==> config.mk <==
export PLATFORM = sky130hd
export DESIGN_NAME = uart_tx_scheduler_flat
export DESIGN_NICKNAME = d
export VERILOG_FILES = /design/src/rtl/uart_tx_scheduler_if.sv /design/src/rtl/uart_tx_scheduler.sv /design/src/flat_wrapper.sv
export SDC_FILE = /design/constraint.sdc
export NUM_CORES = 1
export LEC_CHECK = 0
export CORE_MARGIN = 3
export CORE_UTILIZATION = 25
export CTS_CLUSTER_DIAMETER = 60
export CTS_CLUSTER_SIZE = 25
export DETAILED_ROUTE_END_ITERATION = 12
export GPL_ROUTABILITY_DRIVEN = 1
export PLACE_DENSITY = 0.45
export SYNTH_ARGS = -nofsm -noshare
export SYNTH_HDL_FRONTEND = slang
export SYNTH_SLANG_ARGS = --single-unit
==> constraint.sdc <==
create_clock -name clk -period 3.5 [get_ports clk]
set_input_delay 0.35 -clock clk [delete_from_list [all_inputs] [get_ports clk]]
set_output_delay 0.35 -clock clk [all_outputs]
set_load 0.02 [all_outputs]
==> src/rtl/uart_tx_scheduler_if.sv <==
// Requester handshakes plus the UART transmitter pair. The scheduler uses the slave view.
// The requesters and the UART use the master view.
interface uart_tx_scheduler_if #(
  parameter int unsigned NUM_REQ = 4,
  parameter int unsigned IDW     = $clog2(NUM_REQ)
);
  logic [NUM_REQ-1:0]   req_valid;
  logic [8*NUM_REQ-1:0] req_data;
  logic [NUM_REQ-1:0]   req_last;
  logic [NUM_REQ-1:0]   req_ready;
  logic                 tx_start;
  logic [7:0]           tx_data;
  logic                 tx_busy;
  logic [IDW-1:0]       grant_id;
  logic                 grant_active;
  logic                 err_timeout;

  modport master (
    output req_valid, req_data, req_last, tx_busy,
    input  req_ready, tx_start, tx_data, grant_id, grant_active, err_timeout
  );

  modport slave (
    input  req_valid, req_data, req_last, tx_busy,
    output req_ready, tx_start, tx_data, grant_id, grant_active, err_timeout
  );
endinterface

==> src/rtl/uart_tx_scheduler.sv <==
// Round-robin arbiter sharing one UART transmitter between byte producers.
// A producer locks the transmitter until its last byte is sent; ACK and LOCK timeouts recover hung handshakes.
module uart_tx_scheduler #(
  parameter int unsigned NUM_REQ      = 4,
  parameter int unsigned ACK_TIMEOUT  = 16,
  parameter int unsigned LOCK_TIMEOUT = 65535,
  parameter int unsigned IDW          = $clog2(NUM_REQ)
) (
  input logic               clk,
  input logic               rst,
  uart_tx_scheduler_if.slave sched
);

  localparam int unsigned MAXT = (ACK_TIMEOUT > LOCK_TIMEOUT) ? ACK_TIMEOUT : LOCK_TIMEOUT;
  localparam int unsigned CW   = $clog2(MAXT + 1);

  typedef enum logic [2:0] {IDLE, LOAD, WAIT_ACK, WAIT_DONE, HOLD} state_e;

  state_e               state_q, state_d;
  logic [IDW-1:0]       grantId_q, grantId_d;
  logic [IDW-1:0]       lastGrant_q, lastGrant_d;
  logic                 grantActive_q, grantActive_d;
  logic                 lock_q, lock_d;
  logic [CW-1:0]        cnt_q, cnt_d;
  logic [7:0]           txData_q, txData_d;
  logic                 txStart_q, txStart_d;
  logic [NUM_REQ-1:0]   reqReady_q, reqReady_d;
  logic                 errTimeout_q, errTimeout_d;

  logic [IDW:0]         candSum;
  logic [IDW-1:0]       cand;
  logic [IDW-1:0]       pickIdx;
  logic                 pickFound;
  logic [CW-1:0]        cntInc;

  // Search starts just after the previous grantee and wraps, giving round-robin order.
  always_comb begin
    pickFound = 1'b0;
    pickIdx   = lastGrant_q;
    candSum   = '0;
    cand      = '0;
    for (int i = 1; i <= int'(NUM_REQ); i++) begin
      candSum = {1'b0, lastGrant_q} + (IDW+1)'(i);
      if (candSum >= (IDW+1)'(NUM_REQ)) begin
        candSum = candSum - (IDW+1)'(NUM_REQ);
      end
      cand = candSum[IDW-1:0];
      if (!pickFound && sched.req_valid[cand]) begin
        pickFound = 1'b1;
        pickIdx   = cand;
      end
    end
  end

  assign cntInc = (cnt_q == {CW{1'b1}}) ? cnt_q : cnt_q + CW'(1);

  always_comb begin
    state_d       = state_q;
    grantId_d     = grantId_q;
    lastGrant_d   = lastGrant_q;
    grantActive_d = grantActive_q;
    lock_d        = lock_q;
    cnt_d         = cnt_q;
    txData_d      = txData_q;
    txStart_d     = 1'b0;
    reqReady_d    = '0;
    errTimeout_d  = 1'b0;

    unique case (state_q)
      IDLE: begin
        if (pickFound) begin
          grantId_d     = pickIdx;
          grantActive_d = 1'b1;
          state_d       = LOAD;
        end
      end
      LOAD: begin
        txData_d              = sched.req_data[{grantId_q, 3'b000} +: 8];
        txStart_d             = 1'b1;
        reqReady_d[grantId_q] = 1'b1;
        lock_d                = ~sched.req_last[grantId_q];
        cnt_d                 = '0;
        state_d               = WAIT_ACK;
      end
      WAIT_ACK: begin
        if (sched.tx_busy) begin
          state_d = WAIT_DONE;
        end else begin
          cnt_d = cntInc;
          if (cntInc == CW'(ACK_TIMEOUT)) begin
            errTimeout_d  = 1'b1;
            lock_d        = 1'b0;
            lastGrant_d   = grantId_q;
            grantActive_d = 1'b0;
            state_d       = IDLE;
          end
        end
      end
      WAIT_DONE: begin
        if (!sched.tx_busy) begin
          if (!lock_q) begin
            lastGrant_d   = grantId_q;
            grantActive_d = 1'b0;
            state_d       = IDLE;
          end else if (sched.req_valid[grantId_q]) begin
            state_d = LOAD;
          end else begin
            cnt_d   = '0;
            state_d = HOLD;
          end
        end
      end
      HOLD: begin
        // While locked only the grantee is considered; everyone else waits for release.
        if (sched.req_valid[grantId_q]) begin
          state_d = LOAD;
        end else begin
          cnt_d = cntInc;
          if (cntInc == CW'(LOCK_TIMEOUT)) begin
            errTimeout_d  = 1'b1;
            lock_d        = 1'b0;
            lastGrant_d   = grantId_q;
            grantActive_d = 1'b0;
            state_d       = IDLE;
          end
        end
      end
      default: state_d = IDLE;
    endcase
  end

  // lastGrant resets to the top index so the first arbitration favours requester 0.
  always_ff @(posedge clk or negedge rst) begin
    if (!rst) begin
      state_q       <= IDLE;
      grantId_q     <= '0;
      lastGrant_q   <= IDW'(NUM_REQ - 1);
      grantActive_q <= 1'b0;
      lock_q        <= 1'b0;
      cnt_q         <= '0;
      txData_q      <= 8'h00;
      txStart_q     <= 1'b0;
      reqReady_q    <= '0;
      errTimeout_q  <= 1'b0;
    end else begin
      state_q       <= state_d;
      grantId_q     <= grantId_d;
      lastGrant_q   <= lastGrant_d;
      grantActive_q <= grantActive_d;
      lock_q        <= lock_d;
      cnt_q         <= cnt_d;
      txData_q      <= txData_d;
      txStart_q     <= txStart_d;
      reqReady_q    <= reqReady_d;
      errTimeout_q  <= errTimeout_d;
    end
  end

  assign sched.req_ready    = reqReady_q;
  assign sched.tx_start     = txStart_q;
  assign sched.tx_data      = txData_q;
  assign sched.grant_id     = grantId_q;
  assign sched.grant_active = grantActive_q;
  assign sched.err_timeout  = errTimeout_q;

endmodule
==> src/flat_wrapper.sv <==
// flat-port wrapper written by rule: the top's interface ports become plain ports
module uart_tx_scheduler_flat 
#(
  parameter int unsigned NUM_REQ      = 4,
  parameter int unsigned ACK_TIMEOUT  = 16,
  parameter int unsigned LOCK_TIMEOUT = 65535,
  parameter int unsigned IDW          = $clog2(NUM_REQ)
)
  (clk, rst, sched_req_valid, sched_req_data, sched_req_last, sched_tx_busy, sched_req_ready, sched_tx_start, sched_tx_data, sched_grant_id, sched_grant_active, sched_err_timeout);
  uart_tx_scheduler_if #(.NUM_REQ(NUM_REQ), .IDW(IDW)) sched_i ();
  input logic clk;
  input logic rst;
  input wire logic [$bits(sched_i.req_valid)-1:0] sched_req_valid;
  input wire logic [$bits(sched_i.req_data)-1:0] sched_req_data;
  input wire logic [$bits(sched_i.req_last)-1:0] sched_req_last;
  input wire logic [$bits(sched_i.tx_busy)-1:0] sched_tx_busy;
  output wire logic [$bits(sched_i.req_ready)-1:0] sched_req_ready;
  output wire logic [$bits(sched_i.tx_start)-1:0] sched_tx_start;
  output wire logic [$bits(sched_i.tx_data)-1:0] sched_tx_data;
  output wire logic [$bits(sched_i.grant_id)-1:0] sched_grant_id;
  output wire logic [$bits(sched_i.grant_active)-1:0] sched_grant_active;
  output wire logic [$bits(sched_i.err_timeout)-1:0] sched_err_timeout;
  assign sched_i.req_valid = sched_req_valid;
  assign sched_i.req_data = sched_req_data;
  assign sched_i.req_last = sched_req_last;
  assign sched_i.tx_busy = sched_tx_busy;
  assign sched_req_ready = sched_i.req_ready;
  assign sched_tx_start = sched_i.tx_start;
  assign sched_tx_data = sched_i.tx_data;
  assign sched_grant_id = sched_i.grant_id;
  assign sched_grant_active = sched_i.grant_active;
  assign sched_err_timeout = sched_i.err_timeout;
  uart_tx_scheduler #(.NUM_REQ(NUM_REQ), .ACK_TIMEOUT(ACK_TIMEOUT), .LOCK_TIMEOUT(LOCK_TIMEOUT), .IDW(IDW)) u_core (.clk(clk), .rst(rst), .sched(sched_i));
endmodule
=== After elaboration in Yosys (flattened, before gate mapping) ===
Index checks and enable logic that the tools add are counted.

* Register bits after elaboration: 39
* Input bits: 43
* Output and inout bits: 17
* Word-level logic and storage cells: 132

* Add/subtract/negate cells: 9
* Order comparisons: 10
* Eq/ne operators: 18
* Shift operators: 1
* Mux-type cells: 65
* Bitwise operators: 1
* Reductions and logical operators: 18

{| class="wikitable"
|+ Operators by type and width
! cell !! count
|-
| 16-bit two-way mux || 6
|-
| 16-bit one-hot mux with 4 select lines || 1
|-
| 16-bit equality test (second input constant) || 2
|-
| 32-bit by 6-bit indexed part select with 8-bit output || 1
|-
| 2-bit two-way mux || 14
|-
| 3-bit two-way mux || 8
|-
| 1-bit two-way mux || 23
|-
| 16-bit by 1-bit adder with 16-bit output (second input constant) || 1
|-
| 16-bit by 5-bit equality test with 1-bit output (second input constant) || 1
|-
| 2-bit by 3-bit < comparator with 1-bit output (second input constant) || 5
|-
| 3-bit one-hot mux with 5 select lines || 1
|-
| 1-bit binary-select mux with 2-bit select || 6
|-
| 3-bit >= comparator (second input constant) || 4
|-
| 2-bit inequality test (second input constant) || 5
|-
| 2-bit by 1-bit inequality test with 1-bit output (second input constant) || 4
|-
| 8-bit AND reduction || 1
|-
| 4-bit nonzero test || 2
|-
| 2-bit by 1-bit subtractor with 2-bit output (second input constant) || 4
|-
| 7-bit AND reduction || 1
|-
| 2-bit by 2-bit adder with 3-bit output (second input constant) || 2
|-
| 3-bit by 2-bit equality test with 1-bit output (second input constant) || 2
|-
| 2-bit one-hot mux with 3 select lines || 1
|-
| 6-bit AND reduction || 1
|-
| 3-bit nonzero test || 2
|-
| 19 further kinds || 24
|}

=== Longest topological paths before layout ===
Gate-level depths: netlist of run 1.

* Depth after elaboration: 17
* Depth in mapped cells: 8
* Gate-level depth less buffers: 8

=== Least setup slack after synthesis of run 1 ===
OpenSTA, ideal clock, no wires.

* Kind: flip-flop to flip-flop
* From: reg u_core.cnt_q[0]
* To: reg u_core.lastGrant_q[0]
* Setup time: 0.085 ns
* Arrival time: 2.616 ns
* Data required time: 3.415 ns
* Path slack: 0.800 ns
* Stages on the path, launching flop included: 9
* Path buffers: 0
* Clock period less this slack: 2.700 ns
* Path through: dfrtp_1 -> ha_1 -> nand3_4 -> nor4_4 -> or4_4 -> a2111oi_4 -> nand3_1 -> a311oi_2 -> mux2_1

* Word-level cells in the longest chain between the ends: 5
* Elaborated cells on any way between the ends: 8
* Those cells by class: add/sub: 1; eq/ne: 5; mux: 1; reduce/logical: 1

{| class="wikitable"
|+ Ends and longest elaborated chain
! what !! RTL line !! text
|-
| start: declaration || uart_tx_scheduler.sv:24 || <nowiki>logic [CW-1:0] cnt_q, cnt_d;</nowiki>
|-
| start signal: assignment || uart_tx_scheduler.sv:151 || <nowiki>cnt_q <= cnt_d;</nowiki>
|-
| 16-bit by 1-bit adder with 16-bit output or 16-bit equality test (tied branches) || uart_tx_scheduler.sv:55 || <nowiki>assign cntInc = (cnt_q == {CW{1'b1}}) ? cnt_q : cnt_q + CW'(1);</nowiki>
|-
| 16-bit two-way mux (*) || uart_tx_scheduler.sv:55 ||
|-
| 16-bit equality test or 16-bit by 5-bit equality test with 1-bit output (tied branches) || uart_tx_scheduler.sv:119, uart_tx_scheduler.sv:90 ||
|-
| 2-bit by 1-bit inequality test with 1-bit output (no line) || -- ||
|-
| 7-bit AND reduction (no line) (*) || -- ||
|-
| end signal: assignment || uart_tx_scheduler.sv:137 || <nowiki>lastGrant_q <= IDW'(NUM_REQ - 1);</nowiki>
|-
| end signal: assignment || uart_tx_scheduler.sv:148 || <nowiki>lastGrant_q <= lastGrant_d;</nowiki>
|-
| end: declaration || uart_tx_scheduler.sv:21 || <nowiki>logic [IDW-1:0] lastGrant_q, lastGrant_d;</nowiki>
|}

Mark *: on every way between the ends. The rest lies on a longest branch, timed or not.
A chain may end at the register's enable or synchronous reset.

=== Worst setup path after layout of run 1 ===
Ends and elaborated chain as after synthesis.

==> parameters.txt, run 1 <==
Parameter                              Value

Die
  Num rows    38
  Initial standard-cell utilization of the core    0.261
  Die height    around 110 um
  Die area    about 13,000 um2
  Area of the core    11,000 um2
  Number of top-level pins    60
  Die boundary width    ~110 um

Routing
  1st-iter DRT viols    186
  Via Count    between 2,000 and 3,000
  Routed wire length    slightly below 8000 um
  Avg Vias per Cell    between 5 and 6
  Antenna viol nets, final    0
  DRC viols    0
  DR WL/cell    approximately 16 um
  Iteration count of the initial detailed-routing pass    4

Logic synthesis
  Dominant cell type by area after synthesis    sky130_fd_sc_hd__dfrtp_1
  Main flop type after synthesis    sky130_fd_sc_hd__dfrtp_1
  Number of standard cells after synthesis    between 200 and 300
  Fraction of the yosys area taken by sequential cells    0.340
  Area fraction of the dominant cell type after synthesis    0.322
  Summed instance area of the synthesized netlist    approximately 2900 um2
  Most area-consuming cells after synthesis    sky130_fd_sc_hd__dfrtp_1, sky130_fd_sc_hd__mux4_2, sky130_fd_sc_hd__mux2_2, sky130_fd_sc_hd__o21ai_0, sky130_fd_sc_hd__nand2_1
  Average instance area after synthesis    between 9 and 10 um2
  Number of distinct library cells after synthesis    68
  EDFF count, synth    0
  Post-synthesis sequential element count    39
  Total number of yosys warnings    0
  Proportion of register bits with asynchronous set or reset after synthesis    1.00
  Synth Net Count    ~340

Final layout
  Most frequent standard cell in the layout excluding fill and tap cells    sky130_fd_sc_hd__clkdlybuf4s50_1
  Area added between synthesis and finish    27.1%
  Most used cells in the layout excluding fill and tap cells    sky130_fd_sc_hd__clkdlybuf4s50_1, sky130_fd_sc_hd__dfrtp_1, sky130_fd_sc_hd__nand2_1
  Antenna diodes    0
  Filler cell count in the final layout    about 1,200
  Share of final-layout standard cells stronger than drive strength 1    0.154
  Net count, final    ~390

STA
  Time the final worst path needs with I/O delays and setup    3.03 ns
  Fin Clk Skew    slightly above 0.009 ns
  Final Worst Setup Slack    between 0.4 and 0.5 ns
  Worst slew margin relative to its limit    0.396
  Final Hold Fails    0
  Setup TNS    0 ns
  Maximum frequency from static timing analysis    about 330 MHz
  Slew at the pin with the worst max-slew slack    between 0.9 and 1 ns
  Final Max Slew Viols    0
  Unrepaired setup endpoints after global routing    false
  Setup violations, final    0
  Period Utilization, post-route    0.865

Place
  Placed wire-length estimate    approximately 5800 um
  Number of port buffers    59
  Setup Slack @ Placement    approximately 0.5 ns
  Final RePlAce weighted congestion    between 0.7 and 0.8

Pwr
  Power density of the placed cells    ~650 nW/um2
  Peak ir drop on the vdd network    between 0.2 and 0.3 mV
  Static Leakage    1.38 nW

Clock network
  Number of cells upsized or downsized after cts    0
  H-tree depth    2
  Clock tree from TritonCTS    yes
  Root cell of the clock tree    sky130_fd_sc_hd__clkbuf_16
  TritonCTS buffer count    5
  Buffers inserted by post-CTS timing repair    0
  Count of hold-fix buffers inserted at cts    0
  Clock edge transition at the registers on the reported setup and hold paths    approximately 0.070 ns
  Skew-Pair Late Insertion Delay    approximately 0.29 ns
  Number of buffers on the longest clock path    2
  Sink Count    39

Hold path
  Class of the worst hold path    in2async

Critical path
  Worst path slowest cell    sky130_fd_sc_hd__nor4_4
  R2R Path Start    u_core.cnt_q[0]$_DFFE_PN0P_
  Stage delay of the slowest cell on the critical path    between 0.5 and 0.6 ns
  Startpoint kind of the worst setup timing path    register
  WP data arrival    around 3.2 ns
  Timing startpoint of the critical path    u_core.cnt_q[0]$_DFFE_PN0P_
  Worst Path Class, Setup    reg2reg
  Critical path capture point type    register
  Max Fanout on Critical Path    9
  Critical path required time    around 3.7 ns
  Cells along the critical path    ha_1 > nand3_4 > nor4_4 > o31ai_1 > a2111oi_4 > nand3_1 > a311oi_2 > mux2_1

Global route
  Initial antenna violation count    0
  Number of global-route vias before repair    roughly 2,500
  Wire length of the first global-routing pass    between 10,000 and 15,000 um
  Largest net degree at the start of global routing    40
  GR Util All Layers    0.129
  Remaining global-route overflow    0

Job
  Max Cap Viol    0

Status
  Result of the run    complete, no violations
[kinds of logic after synthesis]
group,synth area share
mux,0.150
buf+inv,0.0687
fa+ha+maj,0.00435
flops,0.340
simple gates,0.245
xor+xnor,0.0122
compound gates,0.180
[per-layer routing]
layer | vias to the layer above | GRT usage | routed length (um)
li1 | 1219 | - | -
met1 | 1214 | 0.183 | 3600
met2 | 77 | 0.202 | 3610
met3 | 8 | 0.0267 | 480
met4 | 0 | 0.0280 | 85
met5 | - | 0 | 0
[cells in the mapped netlist, types with 4 or more instances]
cell type / count
sky130_fd_sc_hd__nand4_1: 7
sky130_fd_sc_hd__nand3_1: 11
sky130_fd_sc_hd__o31ai_1: 9
sky130_fd_sc_hd__a31oi_1: 8
sky130_fd_sc_hd__dfrtp_1: 37
sky130_fd_sc_hd__and3_1: 6
sky130_fd_sc_hd__nor4_1: 4
sky130_fd_sc_hd__inv_1: 8
sky130_fd_sc_hd__mux2_2: 10
sky130_fd_sc_hd__buf_4: 4
sky130_fd_sc_hd__mux4_2: 10
sky130_fd_sc_hd__mux2i_1: 7
sky130_fd_sc_hd__nor3_1: 8
sky130_fd_sc_hd__buf_6: 6
sky130_fd_sc_hd__o21ai_0: 19
sky130_fd_sc_hd__clkbuf_1: 6
sky130_fd_sc_hd__buf_2: 4
sky130_fd_sc_hd__nor2_1: 22
sky130_fd_sc_hd__a21oi_1: 17
sky130_fd_sc_hd__nand2b_1: 4
sky130_fd_sc_hd__nand2_1: 24
[sequential cells by signal (all words and copies together), names as in the netlist]
name	count
u_core.sched.grant_active	1
u_core.sched.grant_id	2
u_core.cnt_q	16
u_core.lastGrant_q	2
u_core.sched.err_timeout	1
u_core.state_q	3
u_core.sched.tx_start	1
u_core.sched.tx_data	8
u_core.lock_q	1
u_core.sched.req_ready	4
[where the power goes]
| part | internal, mW | switching [mW] |
|---|---|---|
| registers | 0.585 | 0.164 |
| logic | 0.575 | 0.603 |
| clock network | 0.267 | 0.202 |
| total | 1.43 | 0.968 |
[critical path: cells and delay by family (launching register included)]
| kind | cells | cell delay, ns |
|---|---|---|
| AO/OA/AOI/OAI | 3 | 0.97 |
| adder cells (fa/ha/maj) | 1 | 0.31 |
| flip-flops | 1 | 0.48 |
| multiplexers | 1 | 0.36 |
| AND/OR/NAND/NOR | 3 | 0.83 |
[through the flow]
step | cell area, um2 | total power, mW | hold WS [ns] | util | cells
final | 3660 | 2.39 | 0.195 | 0.332 | 484
after global routing | 3660 | 2.59 | 0.287 | 0.332 | 484
after CTS | 3660 | 2.44 | 0.242 | 0.332 | 484
after detailed placement | 3510 | 1.96 | 0.499 | 0.318 | 476
after global placement | 3510 | 1.95 | 0.490 | 0.318 | 476
after floorplan | 2880 | 1.57 | 0.0544 | - | 295
[cell type report]
cell class,count,area [um2],area share
well taps,140,175,0.0479
multi-input cells,225,1700,0.465
clock inverters,3,25.0,0.00684
flip-flops and latches,39,978,0.268
clock buffers,5,125,0.0342
repair buffers,64,623,0.170
inverters,8,30.0,0.00821
[final timing paths]
| check | to | slack [ns] | cells past startpoint |
|---|---|---|---|
| max | u_core.lastGrant_q[0]$_DFFE_PN1P_ | 0.47 | 8 |
| min reg2reg | u_core.sched.tx_data[4]$_DFFE_PN0P_ | 0.51 | 1 |
| min | u_core.cnt_q[11]$_DFFE_PN0P_ | 0.19 | 1 |
| max in group asynchronous | u_core.sched.grant_id[1]$_DFFE_PN0P_ | 2.74 | 1 |
| min in group clk | u_core.sched.tx_data[4]$_DFFE_PN0P_ | 0.51 | 1 |
| max reg2reg | u_core.lastGrant_q[0]$_DFFE_PN1P_ | 0.47 | 8 |
Power figures use the tool's default switching activity.
==> run 2: changes to the inputs <==
- CTS_CLUSTER_SIZE: 25 -> 8
==> results of run 2 <==
The final DEF is identical to that of run 1; final timing and power are the same.
==> run 3: changes to the inputs <==
- CTS_CLUSTER_SIZE: 8 -> not set
==> results of run 3 <==
The final DEF is identical to that of run 1; final timing and power are the same.
